**config.mk**
```make
export PLATFORM = sky130hd
export DESIGN_NAME = serial_subtractor_flat
export DESIGN_NICKNAME = d
export VERILOG_FILES = /design/src/rtl/serial_subtractor_if.sv /design/src/rtl/serial_subtractor.sv /design/src/flat_wrapper.sv
export SDC_FILE = /design/constraint.sdc
export NUM_CORES = 1
export LEC_CHECK = 0
export ABC_CLOCK_PERIOD_IN_PS = 2260
export BUFFER_PORTS_ARGS = -buffer_cell sky130_fd_sc_hd__buf_2
export CORE_ASPECT_RATIO = 0.7
export CORE_MARGIN = 3
export CORE_UTILIZATION = 37
export DETAILED_ROUTE_END_ITERATION = 8
export MAX_ROUTING_LAYER = met4
export PLACE_DENSITY = 0.61
export SYNTH_ARGS = -nofsm -noshare
export SYNTH_HDL_FRONTEND = slang
export SYNTH_SLANG_ARGS = --single-unit
export TNS_END_PERCENT = 50
```
**constraint.sdc**
```tcl
create_clock -name clk -period 2.26 [get_ports clk]
set_input_delay 0.565 -clock clk [delete_from_list [all_inputs] [get_ports clk]]
set_output_delay 0.565 -clock clk [all_outputs]
set_load 0.05 [all_outputs]
```
**src/rtl/serial_subtractor_if.sv**
```systemverilog
// Start/busy/done handshake bundle for serial_subtractor.
// ovf exists only when SERIAL_SUB_OVF_EN is defined.
interface serial_subtractor_if #(
  parameter int WIDTH = 8
);
  logic             start;
  logic [WIDTH-1:0] a;
  logic [WIDTH-1:0] b;
  logic             busy;
  logic             done;
  logic [WIDTH-1:0] diff;
  logic             borrow;
`ifdef SERIAL_SUB_OVF_EN
  logic             ovf;
`endif

  modport master (
    output start, a, b,
`ifdef SERIAL_SUB_OVF_EN
    input  ovf,
`endif
    input  busy, done, diff, borrow
  );

  modport slave (
    input  start, a, b,
`ifdef SERIAL_SUB_OVF_EN
    output ovf,
`endif
    output busy, done, diff, borrow
  );
endinterface

```
**src/rtl/serial_subtractor.sv**
```systemverilog
// Bit-serial a - b, LSB first, one registered borrow cell.
// Define SERIAL_SUB_OVF_EN to add the signed-overflow output.
module serial_subtractor #(
  parameter int WIDTH = 8
) (
  input  logic clk,
  input  logic rst_n,
  serial_subtractor_if.slave bus
);
  localparam int CW = $clog2(WIDTH);

  typedef enum logic [1:0] {
    IDLE,
    SHIFT,
    DONE
  } state_t;

  state_t           state_q, state_d;
  logic [WIDTH-1:0] a_q, a_d;
  logic [WIDTH-1:0] b_q, b_d;
  logic [WIDTH-1:0] res_q, res_d;
  logic [WIDTH-1:0] diff_q, diff_d;
  logic [CW-1:0]    cnt_q, cnt_d;
  logic             bin_q, bin_d;
  logic             borrow_q, borrow_d;
  logic             busy_q, busy_d;
  logic             done_q, done_d;
  logic             d_bit;
  logic             bout;
  logic             last;
`ifdef SERIAL_SUB_OVF_EN
  logic             am_q, am_d;
  logic             bm_q, bm_d;
  logic             ovf_q, ovf_d;
`endif

  assign d_bit = a_q[0] ^ b_q[0] ^ bin_q;
  assign bout  = (~a_q[0] & b_q[0])
               | (~(a_q[0] ^ b_q[0]) & bin_q);
  assign last  = (cnt_q == CW'(WIDTH - 1));

  always_comb begin
    state_d  = state_q;
    a_d      = a_q;
    b_d      = b_q;
    res_d    = res_q;
    diff_d   = diff_q;
    cnt_d    = cnt_q;
    bin_d    = bin_q;
    borrow_d = borrow_q;
`ifdef SERIAL_SUB_OVF_EN
    am_d     = am_q;
    bm_d     = bm_q;
    ovf_d    = ovf_q;
`endif
    unique case (state_q)
      IDLE, DONE: begin
        if (bus.start) begin
          a_d     = bus.a;
          b_d     = bus.b;
          cnt_d   = '0;
          bin_d   = 1'b0;
`ifdef SERIAL_SUB_OVF_EN
          am_d    = bus.a[WIDTH-1];
          bm_d    = bus.b[WIDTH-1];
`endif
          state_d = SHIFT;
        end else begin
          state_d = IDLE;
        end
      end
      SHIFT: begin
        res_d = {d_bit, res_q[WIDTH-1:1]};
        a_d   = a_q >> 1;
        b_d   = b_q >> 1;
        bin_d = bout;
        cnt_d = cnt_q + 1'b1;
        // the last bit processed is also the result MSB
        if (last) begin
          diff_d   = {d_bit, res_q[WIDTH-1:1]};
          borrow_d = bout;
`ifdef SERIAL_SUB_OVF_EN
          ovf_d    = (am_q != bm_q) & (d_bit != am_q);
`endif
          state_d  = DONE;
        end
      end
      default: state_d = IDLE;
    endcase
    busy_d = (state_d == SHIFT);
    done_d = (state_d == DONE);
  end

  always_ff @(posedge clk) begin
    if (!rst_n) begin
      state_q  <= IDLE;
      a_q      <= '0;
      b_q      <= '0;
      res_q    <= '0;
      diff_q   <= '0;
      cnt_q    <= '0;
      bin_q    <= 1'b0;
      borrow_q <= 1'b0;
      busy_q   <= 1'b0;
      done_q   <= 1'b0;
`ifdef SERIAL_SUB_OVF_EN
      am_q     <= 1'b0;
      bm_q     <= 1'b0;
      ovf_q    <= 1'b0;
`endif
    end else begin
      state_q  <= state_d;
      a_q      <= a_d;
      b_q      <= b_d;
      res_q    <= res_d;
      diff_q   <= diff_d;
      cnt_q    <= cnt_d;
      bin_q    <= bin_d;
      borrow_q <= borrow_d;
      busy_q   <= busy_d;
      done_q   <= done_d;
`ifdef SERIAL_SUB_OVF_EN
      am_q     <= am_d;
      bm_q     <= bm_d;
      ovf_q    <= ovf_d;
`endif
    end
  end

  assign bus.busy   = busy_q;
  assign bus.done   = done_q;
  assign bus.diff   = diff_q;
  assign bus.borrow = borrow_q;
`ifdef SERIAL_SUB_OVF_EN
  assign bus.ovf    = ovf_q;
`endif
endmodule

```
**src/flat_wrapper.sv**
```systemverilog
// flat-port wrapper written by rule: the top's interface ports become plain ports
module serial_subtractor_flat 
#(
  parameter int WIDTH = 8
)
  (clk, rst_n, bus_start, bus_a, bus_b, bus_busy, bus_done, bus_diff, bus_borrow);
  serial_subtractor_if #(.WIDTH(WIDTH)) bus_i ();
  input  logic clk;
  input  logic rst_n;
  input wire logic [$bits(bus_i.start)-1:0] bus_start;
  input wire logic [$bits(bus_i.a)-1:0] bus_a;
  input wire logic [$bits(bus_i.b)-1:0] bus_b;
  output wire logic [$bits(bus_i.busy)-1:0] bus_busy;
  output wire logic [$bits(bus_i.done)-1:0] bus_done;
  output wire logic [$bits(bus_i.diff)-1:0] bus_diff;
  output wire logic [$bits(bus_i.borrow)-1:0] bus_borrow;
  assign bus_i.start = bus_start;
  assign bus_i.a = bus_a;
  assign bus_i.b = bus_b;
  assign bus_busy = bus_i.busy;
  assign bus_done = bus_i.done;
  assign bus_diff = bus_i.diff;
  assign bus_borrow = bus_i.borrow;
  serial_subtractor #(.WIDTH(WIDTH)) u_core (.clk(clk), .rst_n(rst_n), .bus(bus_i));
endmodule
```
# Yosys cells after proc, flatten, opt, wreduce, memory -nomap -nowiden

Index checks and enable logic that the tools add are counted.

Memory bits (writable): 0
Bits in latches: 0
Register bits: 41
Bits in read-only memories: 0
Memories kept: 0
Input port bits: 19

Equal/unequal tests: 6
Shift-type cells: 0
Divide/modulo/power cells: 0
Multiply operators: 0
Multiplexer cells: 11
Magnitude comparators: 0
Reductions and logical operators: 5
Add/subtract/negate cells: 1
Bitwise operators: 7

Operators by type and width:

| operator              | number |
|---|---|
| $pmux W8 S2           | 2 |
| $mux W8               | 2 |
| $pmux W3 S2           | 1 |
| $eq A2 B1 Y1 const B  | 2 |
| $eq A2 B2 Y1 const B  | 2 |
| $pmux W2 S2           | 1 |
| $reduce_and A2 Y1     | 2 |
| $add A3 B1 Y3 const B | 1 |
| $eq A3 B3 Y1 const B  | 1 |
| $mux W3               | 1 |
| $and A1 B1 Y1         | 2 |
| $logic_not A2 Y1      | 1 |
| $mux W1               | 2 |
| $mux W2               | 1 |
| $ne A2 B2 Y1 const B  | 1 |
| $not A1 Y1            | 2 |
| $pmux W1 S2           | 1 |
| $reduce_bool A2 Y1    | 1 |
| $reduce_or A2 Y1      | 1 |
| $xor A1 B1 Y1         | 2 |
| $or A1 B1 Y1          | 1 |

# Longest topological paths before layout

Gate-level depths: netlist (run 1).

Depth in word-level cells: 5
Depth in mapped cells: 5
Depth with buffers taken out: 5

# Worst setup path before layout (run 1)

No wires, ideal clock.

Path kind: register -> register
Start point: register u_core.cnt_q[0]
End point: register u_core.busy_q, in the netlist u_core.bus.busy
Buffers on the path: 1
Setup slack: 1.026 ns
Library setup time: 0.128 ns
Cell stages (with the launch flop): 6
Clock period less this slack: 1.234 ns
Data arrival time: 1.106 ns
Path through: dfxtp_1 > ha_1 > ha_1 > clkbuf_1 > o21a_1 > nor2_1

Word-level cells in the longest chain between the ends: 4

RTL lines:

| element                | line                     | source |
|---|---|---|
| from (decl)            | serial_subtractor.sv:23  | `logic [CW-1:0] cnt_q, cnt_d;` |
| from (signal assigned) | serial_subtractor.sv:117 | `cnt_q <= cnt_d;` |
| $eq A3 B3 Y1           | serial_subtractor.sv:40  | `assign last = (cnt_q == CW'(WIDTH - 1));` |
| $mux W2                | serial_subtractor.sv:79  | `if (last) begin` |
| $pmux W2 S2            | serial_subtractor.sv:56  | `unique case (state_q)` |
| $eq A2 B1 Y1           | serial_subtractor.sv:90  | `busy_d = (state_d == SHIFT);` |
| to (signal assigned)   | serial_subtractor.sv:120 | `busy_q <= busy_d;` |
| to (decl)              | serial_subtractor.sv:26  | `logic busy_q, busy_d;` |

Every way passes these cells.
A chain may end at the register's enable or synchronous reset.

# Worst setup path after layout (run 1)

Start point: register u_core.diff_q[0], in the netlist u_core.bus.diff[0]
End point: output port bus_diff[0]

RTL lines:

| element                | line                     | source |
|---|---|---|
| from (decl)            | serial_subtractor.sv:22  | `logic [WIDTH-1:0] diff_q, diff_d;` |
| from (signal assigned) | serial_subtractor.sv:116 | `diff_q <= diff_d;` |
| to (decl)              | flat_wrapper.sv:15       | `output wire logic [$bits(bus_i.diff)-1:0] bus_diff;` |

No word-level cell between the ends.

==> results.cfg, run 1 <==
[pwr]
powerDensity_nw_per_um2 = 770
seq_power_share = 0.544
power_frac_comb = 0.104
p_sw_frac = 0.256
peakVddDrop_v = 0.000286
clockPowerShare = 0.352
p_int_w = 0.00104
total_leakage_power_nw = 0.716
p_switching_w = 0.000357

[sta]
fin_setup_tns_ps = 0
finalCritPeriodShare = 0.649
report.final.hold_viol_count = 0
finClkSkew_ps = 1.94
fin_crit_ps = 1470
worst_pin_slew_ps = 455
relSlewSlack = 0.696
fmax_mhz = 681
rsz0062_at_grt = no
final-setup-viol-count = 0
slew_viol_final = 0

[grt]
grt_pass1_wl_mm = 5.37
grt_overflow_total = 0
antenna_found_initial = 0
track_usage = 0.142
grt_max_degree = 31
grt_pass1_vias = 1188

[cells_and_area]
drive_above_1_share = 0.203
fin_util = 0.481
multi_input_area_sq_um = 664
fin_area_sq_um = 1810
final_common_cell = nand2_1
final-seq-area_sq_um = 801
finalNonFillerCells = 267
fin_nets = 238
nFillCells = 390
n_antenna_cell = 0
syn2layout_area_growth_pct = 17.5
final_cell_mix = nand2_1 (53), dfxtp_1 (40), buf_2 (29)

[critical_path]
cp_cell_sequence = buf_2
cpPeakStageDelay_ps = 340
cp_max_fo = 2
critPathLaunchType = flop
path_delay_family = flip-flops
path_class = flop to primary output
slowest_stage = dfxtp_1
cp-end-kind = primary output
arrival_ps = 900
critPathRequiredTime_ps = 1690
crit_buf_inv = 1

[detailed_routing]
first_iter_violations = 70
drc = 0
postRouteAntennaNets = 0
via_count = 1294
via_per_inst = 4.85
drt-total-wl_mm = 3.15
wl_per_cell_microns = 11.8
first_pass_iters = 4

[floorplan]
dieArea_sq_um = 4990
coreArea_sq_um = 3760
initial_core_util = 0.410
ioPinCount = 30
die_y_microns = 60
num_rows = 18
die_w_microns = 83.1

[placement]
placed_cell_area_sq_um = 1720
place_congestion = 0.726
dpl.cell_count = 259
dp_hpwl_mm = 1.96
port_buffers = 29

[logic_synthesis]
ys_seq_area_frac = 0.519
ys_seq_elements = 40
syn_inst = 189
synth_nets = 211
avgSynthCellArea_sq_um = 8.16
syn-cell-area_sq_um = 1540
ys_warn_count = 0
yosysUniqueCellTypes = 23

[clock_tree]
root_buffer = clkbuf_8
cts-buffers-inserted = 5
clk_path_buf_depth = 2
cts_sinks = 40
clk_pin_slew_ps = 70
ctsResizeCount = 0
cts_tree = done
clock_latency_ps = 290
postCtsSetupBuffers = 0
htreeDepth = 2
cts_hold_buffers = 0

[run]
cap_viol_max_count = 0

[status]
status = finished, final reports clean

[hold_path]
hp-class = flop to flop
final timing paths:
check                      from                 end  slack [ps]  cells past startpoint
max          u_core.bus.diff[0]         bus_diff[0]         790                      1
min          u_core.bus.diff[4]  u_core.bus.diff[4]         460                      2
max reg2reg   u_core.state_q[1]       u_core.b_q[5]         830                      4
min reg2reg  u_core.bus.diff[4]  u_core.bus.diff[4]         460                      2
cell families (layout without fill, tap and decap cells):
logic type	count (synthesis)	count (layout)	synth area share
buffers and inverters	16	44	0.0495
DFF	40	40	0.519
and+or+nand+nor	78	78	0.213
AOI/OAI and AO/OA	52	52	0.189
adders and majority gates	3	3	0.0292
cell usage after synthesis:
library cell	number	area (sq um)
a21oi_1	21	105
inv_1	1	3.75
a211oi_2	1	12.5
buf_1	1	3.75
nand3_1	14	70.1
a311oi_1	1	8.76
a31oi_1	14	87.6
o21ai_1	6	30.0
clkbuf_1	4	15.0
fa_1	1	20.0
o21a_1	1	7.51
buf_2	7	35.0
ha_1	2	25.0
nor2_1	5	18.8
nor2b_1	1	6.26
buf_4	2	15.0
nand2b_1	3	18.8
nand2_1	53	199
and2b_1	1	7.51
dfxtp_1	40	801
o21ai_0	8	40.0
nand3b_1	1	7.51
inv_2	1	3.75
per-layer routing:
metal  wire [microns]  share of wire  track usage  up-vias
met5                0              0            -        -
met4               56          0.018       0.0629        0
met3              183          0.058       0.0565        7
met2             1120           0.36        0.187       26
met1             1790           0.57        0.189      568
li1                 -              -            -      693
metrics by stage:
step	hold WS [ps]	total power, W	setup WS, ps
floorplan	437	0.000880	1030
global placement	444	0.000919	847
detailed placement	446	0.000919	852
CTS	457	0.00141	778
global route	484	0.00146	656
finish	455	0.00139	792
cell type report:
type / instances / share of cell area
clock buffers: 6 / 0.0456
multi-input cells: 133 / 0.367
inverters: 2 / 0.00415
well taps: 50 / 0.0346
flip-flops and latches: 40 / 0.442
clock inverters: 2 / 0.00553
repair buffers: 34 / 0.101
flip-flops by register name (all words and copies together), names as in the netlist:
| name | cells |
|---|---|
| u_core.bus.borrow | 1 |
| u_core.bin_q | 1 |
| u_core.a_q | 8 |
| u_core.b_q | 8 |
| u_core.cnt_q | 3 |
| u_core.bus.done | 1 |
| u_core.state_q | 2 |
| u_core.bus.busy | 1 |
| u_core.bus.diff | 8 |
| u_core.res_q | 7 |
power groups by stage:
stage | Combinational (W) | Clock, W | Sequential [W]
after floorplan | 0.000105 | 0 | 0.000775
after global placement | 0.000145 | 0 | 0.000774
after detailed placement | 0.000145 | 0 | 0.000774
after CTS | 0.000146 | 0.000504 | 0.000757
after global routing | 0.000166 | 0.000529 | 0.000761
final | 0.000145 | 0.000491 | 0.000758
No activity file was read; power rests on OpenSTA's default activity.
==> run 2, diff against run 1 <==
--- a/config.mk
+++ b/config.mk
@@ -5,14 +5,14 @@
 export SDC_FILE = /design/constraint.sdc
 export NUM_CORES = 1
 export LEC_CHECK = 0
-export ABC_CLOCK_PERIOD_IN_PS = 2260
+export ABC_CLOCK_PERIOD_IN_PS = 1200
 export BUFFER_PORTS_ARGS = -buffer_cell sky130_fd_sc_hd__buf_2
 export CORE_ASPECT_RATIO = 0.7
 export CORE_MARGIN = 3
 export CORE_UTILIZATION = 37
 export DETAILED_ROUTE_END_ITERATION = 8
 export MAX_ROUTING_LAYER = met4
-export PLACE_DENSITY = 0.61
+export PLACE_DENSITY = 0.63
 export SYNTH_ARGS = -nofsm -noshare
 export SYNTH_HDL_FRONTEND = slang
 export SYNTH_SLANG_ARGS = --single-unit
==> constraint.sdc (replaced) <==
create_clock -name clk -period 1.2 [get_ports clk]
set_input_delay 0.3 -clock clk [delete_from_list [all_inputs] [get_ports clk]]
set_output_delay 0.3 -clock clk [all_outputs]
set_load 0.05 [all_outputs]
==> run 2 against run 1 <==
Net effect: the flow now finishes with violations (negative setup slack); final area increased by 15%; clock-buffer cell count increased by 1; routed wire length increased by 4.8%; non-clock buffer count increased by 10; critical endpoint is now u_core.bus.diff[4]; largest power group unchanged.
==> results.cfg, run 2 (synthesis gave the netlist of run 1 again) <==
[cells_and_area]
final_common_cell = nand2_1
syn2layout_area_growth_pct = 34.7
fin_nets = 248
final_cell_mix = nand2_1 (48), dfxtp_1 (35), buf_2 (19)
fin_area_sq_um = 2080
n_antenna_cell = 0
drive_above_1_share = 0.322

[critical_path]
arrival_ps = 1490
rr_worst_depth = 6
cpMostUsedCell = ha_4
slowest_stage = dfxtp_2
cp_max_fo = 5
critPathLaunchType = flop
path_class = flop to flop
timing.reg2reg.setup_slack_ps = -50
startpoint = u_core.cnt_q[1]
cp_cell_sequence = ha_4, ha_4, nand3b_1, clkbuf_16, nand2_4, a21oi_2
worstReg2RegEnd = u_core.bus.diff[4]
reg2reg_from = u_core.cnt_q[1]
cpPeakStageDelay_ps = 340
cp-end-kind = flop
worstSetupEndpoint = u_core.bus.diff[4]
critPathRequiredTime_ps = 1440

[grt]
grt_max_degree = 38
grt_pass1_wl_mm = 5.14
track_usage = 0.137
grt_pass1_vias = 1170
grt_overflow_total = 0
antenna_found_initial = 0

[clock_tree]
cts_tree = done
root_buffer = clkbuf_8
clk_path_buf_depth = 2
cts-buffers-inserted = 5
htreeDepth = 2
clk_pin_slew_ps = 80
clock_latency_ps = 300
cts_hold_buffers = 0
cts_sinks = 40

[sta]
fin_setup_tns_ps = -311
report.final.hold_viol_count = 0
relSlewSlack = 0.840
fin_crit_ps = 1250
finalCritPeriodShare = 1.04
fmax_mhz = 801
final-setup-viol-count = 11
worst_pin_slew_ps = 240
slew_viol_final = 0
finClkSkew_ps = 6.92
setup_ws_ps = -49.1
rsz0062_at_grt = yes

[detailed_routing]
via_per_inst = 4.88
drt-total-wl_mm = 3.30
postRouteAntennaNets = 0
first_iter_violations = 72
first_pass_iters = 4
wl_per_cell_microns = 11.9
via_count = 1353
drc = 0

[run]
cap_viol_max_count = 0

[status]
violations = negative setup slack
status = complete, but fails checks

[floorplan]
coreArea_sq_um = 3760
initial_core_util = 0.410
die_w_microns = 83.1
die_y_microns = 60
num_rows = 18
dieArea_sq_um = 4990
ioPinCount = 30

[placement]
place_congestion = 0.711
port_buffers = 29
dp_hpwl_mm = 2.06
placed_cell_area_sq_um = 1820

[pwr]
peakVddDrop_v = 0.000630
powerDensity_nw_per_um2 = 1290
total_leakage_power_nw = 0.789

[hold_path]
hp-class = input port to flop
## run 2: cell types whose count changed in the layout (fill, tap and decap cells not counted), moves of 4 or more
cell,delta
buf_2,-10
nand2_1,-5
dfxtp_2,+5
a21oi_1,-7
dfxtp_1,-5
a21oi_2,+7
buf_12,+4
buf_4,+9
## run 2: timing repair
item	in CTS	in global routing
setup buffers	0	2
gates resized for setup	7	32
pin swaps	0	13
gates cloned	0	1
endpoints found under the hold margin	0	0
endpoints found under the setup margin	15	23
## run 2: report_power, final
group	switching, W	leakage, nW	internal, W
sequential	0.0000357	0.329	0.00139
clock	0.000457	0.0445	0.000467
combinational	0.000181	0.416	0.000145
## run 2: layout make-up
cell class / count / area, sq um
fillers: 360 / 1680
flip-flops and latches: 40 / 807
multi-input cells: 133 / 744
repair buffers: 44 / 362
clock buffers: 7 / 86.3
well taps: 50 / 62.6
clock inverters: 1 / 7.51
inverters: 2 / 7.51
## run 2: routing by layer
layer  track usage  share of wire  vias up
li1              -              -      717
met1         0.171           0.52      603
met2         0.191           0.41       31
met3        0.0634          0.062        2
met4        0.0559         0.0051        0
met5             -              0        -
## run 2: critical path: cells and delay by family, from the launching register on
family | cells | cell delay, ps
AO/OA/AOI/OAI | 1 | 90
adder cells (fa/ha/maj) | 2 | 310
buffers and inverters | 1 | 210
flip-flops | 1 | 340
AND/OR/NAND/NOR | 2 | 250
## run 2: worst min path at each step
stage | startpoint | to | slack, ps | cells after the start
floorplan | bus_a[7] | u_core.a_q[7] | 440 | 2
global placement | u_core.bus.diff[0] | u_core.bus.diff[0] | 440 | 2
detailed placement | u_core.bus.diff[4] | u_core.bus.diff[4] | 450 | 2
CTS | bus_b[7] | u_core.b_q[7] | 230 | 3
global route | bus_b[7] | u_core.b_q[7] | 250 | 3
finish | bus_b[7] | u_core.b_q[7] | 240 | 3
## run 2: per-stage QoR
stage	util	hold slack, ps	power [W]	cells	setup slack [ps]
2_1_floorplan	-	436	0.00166	189	6.98
3_3_place_gp	0.484	443	0.00177	266	-13.5
3_5_place_dp	0.484	446	0.00177	266	-31.6
4_1_cts	0.513	230	0.00271	274	-47.9
5_1_grt	0.552	253	0.00282	277	-101
6_report	0.552	244	0.00268	277	-49.1
==> run 3, diff against run 2 <==
--- a/config.mk
+++ b/config.mk
@@ -5,6 +5,7 @@
 export SDC_FILE = /design/constraint.sdc
 export NUM_CORES = 1
 export LEC_CHECK = 0
+export ABC_AREA = 1
 export ABC_CLOCK_PERIOD_IN_PS = 1200
 export BUFFER_PORTS_ARGS = -buffer_cell sky130_fd_sc_hd__buf_2
 export CORE_ASPECT_RATIO = 0.7
@@ -12,7 +13,7 @@
 export CORE_UTILIZATION = 37
 export DETAILED_ROUTE_END_ITERATION = 8
 export MAX_ROUTING_LAYER = met4
-export PLACE_DENSITY = 0.63
+export PLACE_DENSITY = 0.62
 export SYNTH_ARGS = -nofsm -noshare
 export SYNTH_HDL_FRONTEND = slang
 export SYNTH_SLANG_ARGS = --single-unit
==> run 3 against run 2 <==
Net effect: the run now ends clean; register-to-register slack improved by 99 ps; clock power increased by 18%; worst setup slack improved by 92 ps; hold slack got worse by 15 ps; sequential share of layout area decreased by 2.4 points; non-clock buffer count decreased by 1; area after synthesis increased by 17%; core utilization decreased by 6.3 points; highest routed layer unchanged.
==> results.cfg, run 3 <==
[status]
status = finished, final reports clean

[sta]
whs_ps = 229
slew_viol_final = 0
relSlewSlack = 0.835
rsz0062_at_grt = yes
report.final.hold_viol_count = 0
finalCritPeriodShare = 0.964
finClkSkew_ps = 4.67
fin_crit_ps = 1160
worst_pin_slew_ps = 249
final-setup-viol-count = 0
fmax_mhz = 865
fin_setup_tns_ps = 0

[cells_and_area]
nFillCells = 498
final_cell_mix = nand2_1 (50), nand3_1 (42), dfxtp_1 (37)
final_common_cell = nand2_1
fin_util = 0.489
syn2layout_area_growth_pct = 22.4
fin_area_sq_um = 2200
drive_above_1_share = 0.225
n_antenna_cell = 0
fin_nets = 306

[logic_synthesis]
yosysTopAreaCellShare = 0.444
synth-async-reset-ratio = 0
synth_nets = 270
synth-main-ff-cell = dfxtp_1
synth_enable_flop_cells = 0
ys_seq_area_frac = 0.444
synth_area_leader_cell = dfxtp_1
yosysUniqueCellTypes = 22
synth_area_leaders = dfxtp_1 (44%), nand3_1 (12%), nand2_1 (10%)
yosysMostFrequentCell = nand2_1
avgSynthCellArea_sq_um = 7.27
ys_seq_elements = 40
synthTopCellsByCount = nand2_1 (50), nand3_1 (42), dfxtp_1 (40), inv_1 (33), nor2_1 (26)
ys_warn_count = 0
syn_inst = 248
syn-cell-area_sq_um = 1800

[clock_tree]
htreeDepth = 2
clk_path_buf_depth = 2
root_buffer = clkbuf_8
cts_hold_buffers = 0
cts_tree = done
cts-buffers-inserted = 5
cts_sinks = 40
clock_latency_ps = 290
clk_pin_slew_ps = 80

[detailed_routing]
drt-total-wl_mm = 3.84
via_count = 1572
via_per_inst = 4.62
drc = 0
wl_met1_mm = 1.96
routed-wl-met3_microns = 173
first_pass_iters = 4
wl_met2_mm = 1.64
postRouteAntennaNets = 0
first_iter_violations = 68
wl_per_cell_microns = 11.3
highest_layer = met4

[pwr]
p_sw_frac = 0.261
p_int_w = 0.00223
seq_power_share = 0.482
total_power_w = 0.00302
total_leakage_power_nw = 1.11
p_switching_w = 0.000789
power_frac_comb = 0.157
powerDensity_nw_per_um2 = 1370
peakVddDrop_v = 0.000486
clockPowerShare = 0.361

[critical_path]
crit_buf_inv = 1
slowest_stage = dfxtp_1
path_class = flop to primary output
startpoint = u_core.bus.diff[4]
critPathLaunchType = flop
worstReg2RegEnd = u_core.cnt_q[0]
cpPeakStageDelay_ps = 330
cp_cell_sequence = clkbuf_4
reg2reg_from = u_core.state_q[0]
cp_max_fo = 2
path_delay_family = flip-flops
rr_worst_depth = 5
critPathRequiredTime_ps = 900
timing.reg2reg.setup_slack_ps = 50
cp-end-kind = primary output
arrival_ps = 860

[floorplan]
ioPinCount = 30
num_rows = 20
coreArea_sq_um = 4500
die_w_microns = 89.4
dieArea_sq_um = 5760
initial_core_util = 0.400
die_y_microns = 64.4

[grt]
grt_max_degree = 37
grt_overflow_total = 0
track_usage = 0.146
grt_pass1_vias = 1416
grt_pass1_wl_mm = 6.31
antenna_found_initial = 0

[hold_path]
hold-path-endpoint = u_core.b_q[1]
hold_depth = 3
min_from = bus_b[1]
hp-class = input port to flop

[placement]
place_congestion = 0.743
port_buffers = 29
placed_cell_area_sq_um = 2040
dp_hpwl_mm = 2.57

[run]
cap_viol_max_count = 0
run 3: cell count changes after synthesis, moves of 2 or more:
cell      delta
nand2_4      +2
clkbuf_1     -2
a31oi_1     -14
inv_1       +32
nor3_2       +3
a21oi_1     -11
o21ai_1      -5
nand2b_1     -3
buf_6        +3
nand2_1      -3
nand3_1     +28
nor3_1      +11
nor2_1      +21
run 3: cell families (layout without fill, tap and decap cells):
| family | Yosys count | count (layout) | synth area share |
|---|---|---|---|
| simple gates | 137 | 137 | 0.349 |
| fa+ha+maj | 3 | 3 | 0.0250 |
| compound gates | 19 | 19 | 0.0528 |
| flops | 40 | 40 | 0.444 |
| buf+inv | 49 | 86 | 0.129 |
run 3: what timing repair did:
item	CTS	global route
setup buffers	0	1
pin swaps	0	1
gates resized for setup	6	14
endpoints found under the setup margin	6	21
run 3: worst max path at each step:
| stage | endpoint | cells past startpoint |
|---|---|---|
| finish | bus_diff[4] | 1 |
| CTS | bus_diff[4] | 1 |
| detailed placement | u_core.bus.diff[1] | 6 |
| global placement | u_core.bus.borrow | 6 |
| floorplan | u_core.bus.borrow | 6 |
| global route | u_core.cnt_q[0] | 5 |
run 3: routing by layer:
metal / vias up / track usage
met5: - / -
met4: 0 / 0.0613
li1: 851 / -
met3: 8 / 0.0412
met1: 685 / 0.194
met2: 28 / 0.207
run 3: per-stage QoR:
step                worst slack, ps  instances
finish                         43.3        340
global route                  -42.3        340
CTS                           0.758        339
detailed placement             14.7        331
global placement               38.7        331
floorplan                      39.8        248
run 3: cell type report:
type,instances,area [sq um],area share
well taps,55,68.8,0.0312
clock inverters,2,35.0,0.0159
inverters,35,131,0.0596
multi-input cells,159,788,0.358
repair buffers,43,304,0.138
flip-flops and latches,40,805,0.365
clock buffers,6,72.6,0.0329
run 3: power by group through the flow:
stage | clock network, W | registers (W) | logic [W]
after global placement | 0 | 0.00148 | 0.000459
after global routing | 0.00117 | 0.00147 | 0.000551
after detailed placement | 0 | 0.00148 | 0.000463
final | 0.00109 | 0.00146 | 0.000475
after CTS | 0.00111 | 0.00145 | 0.000466
after floorplan | 0 | 0.00148 | 0.000343
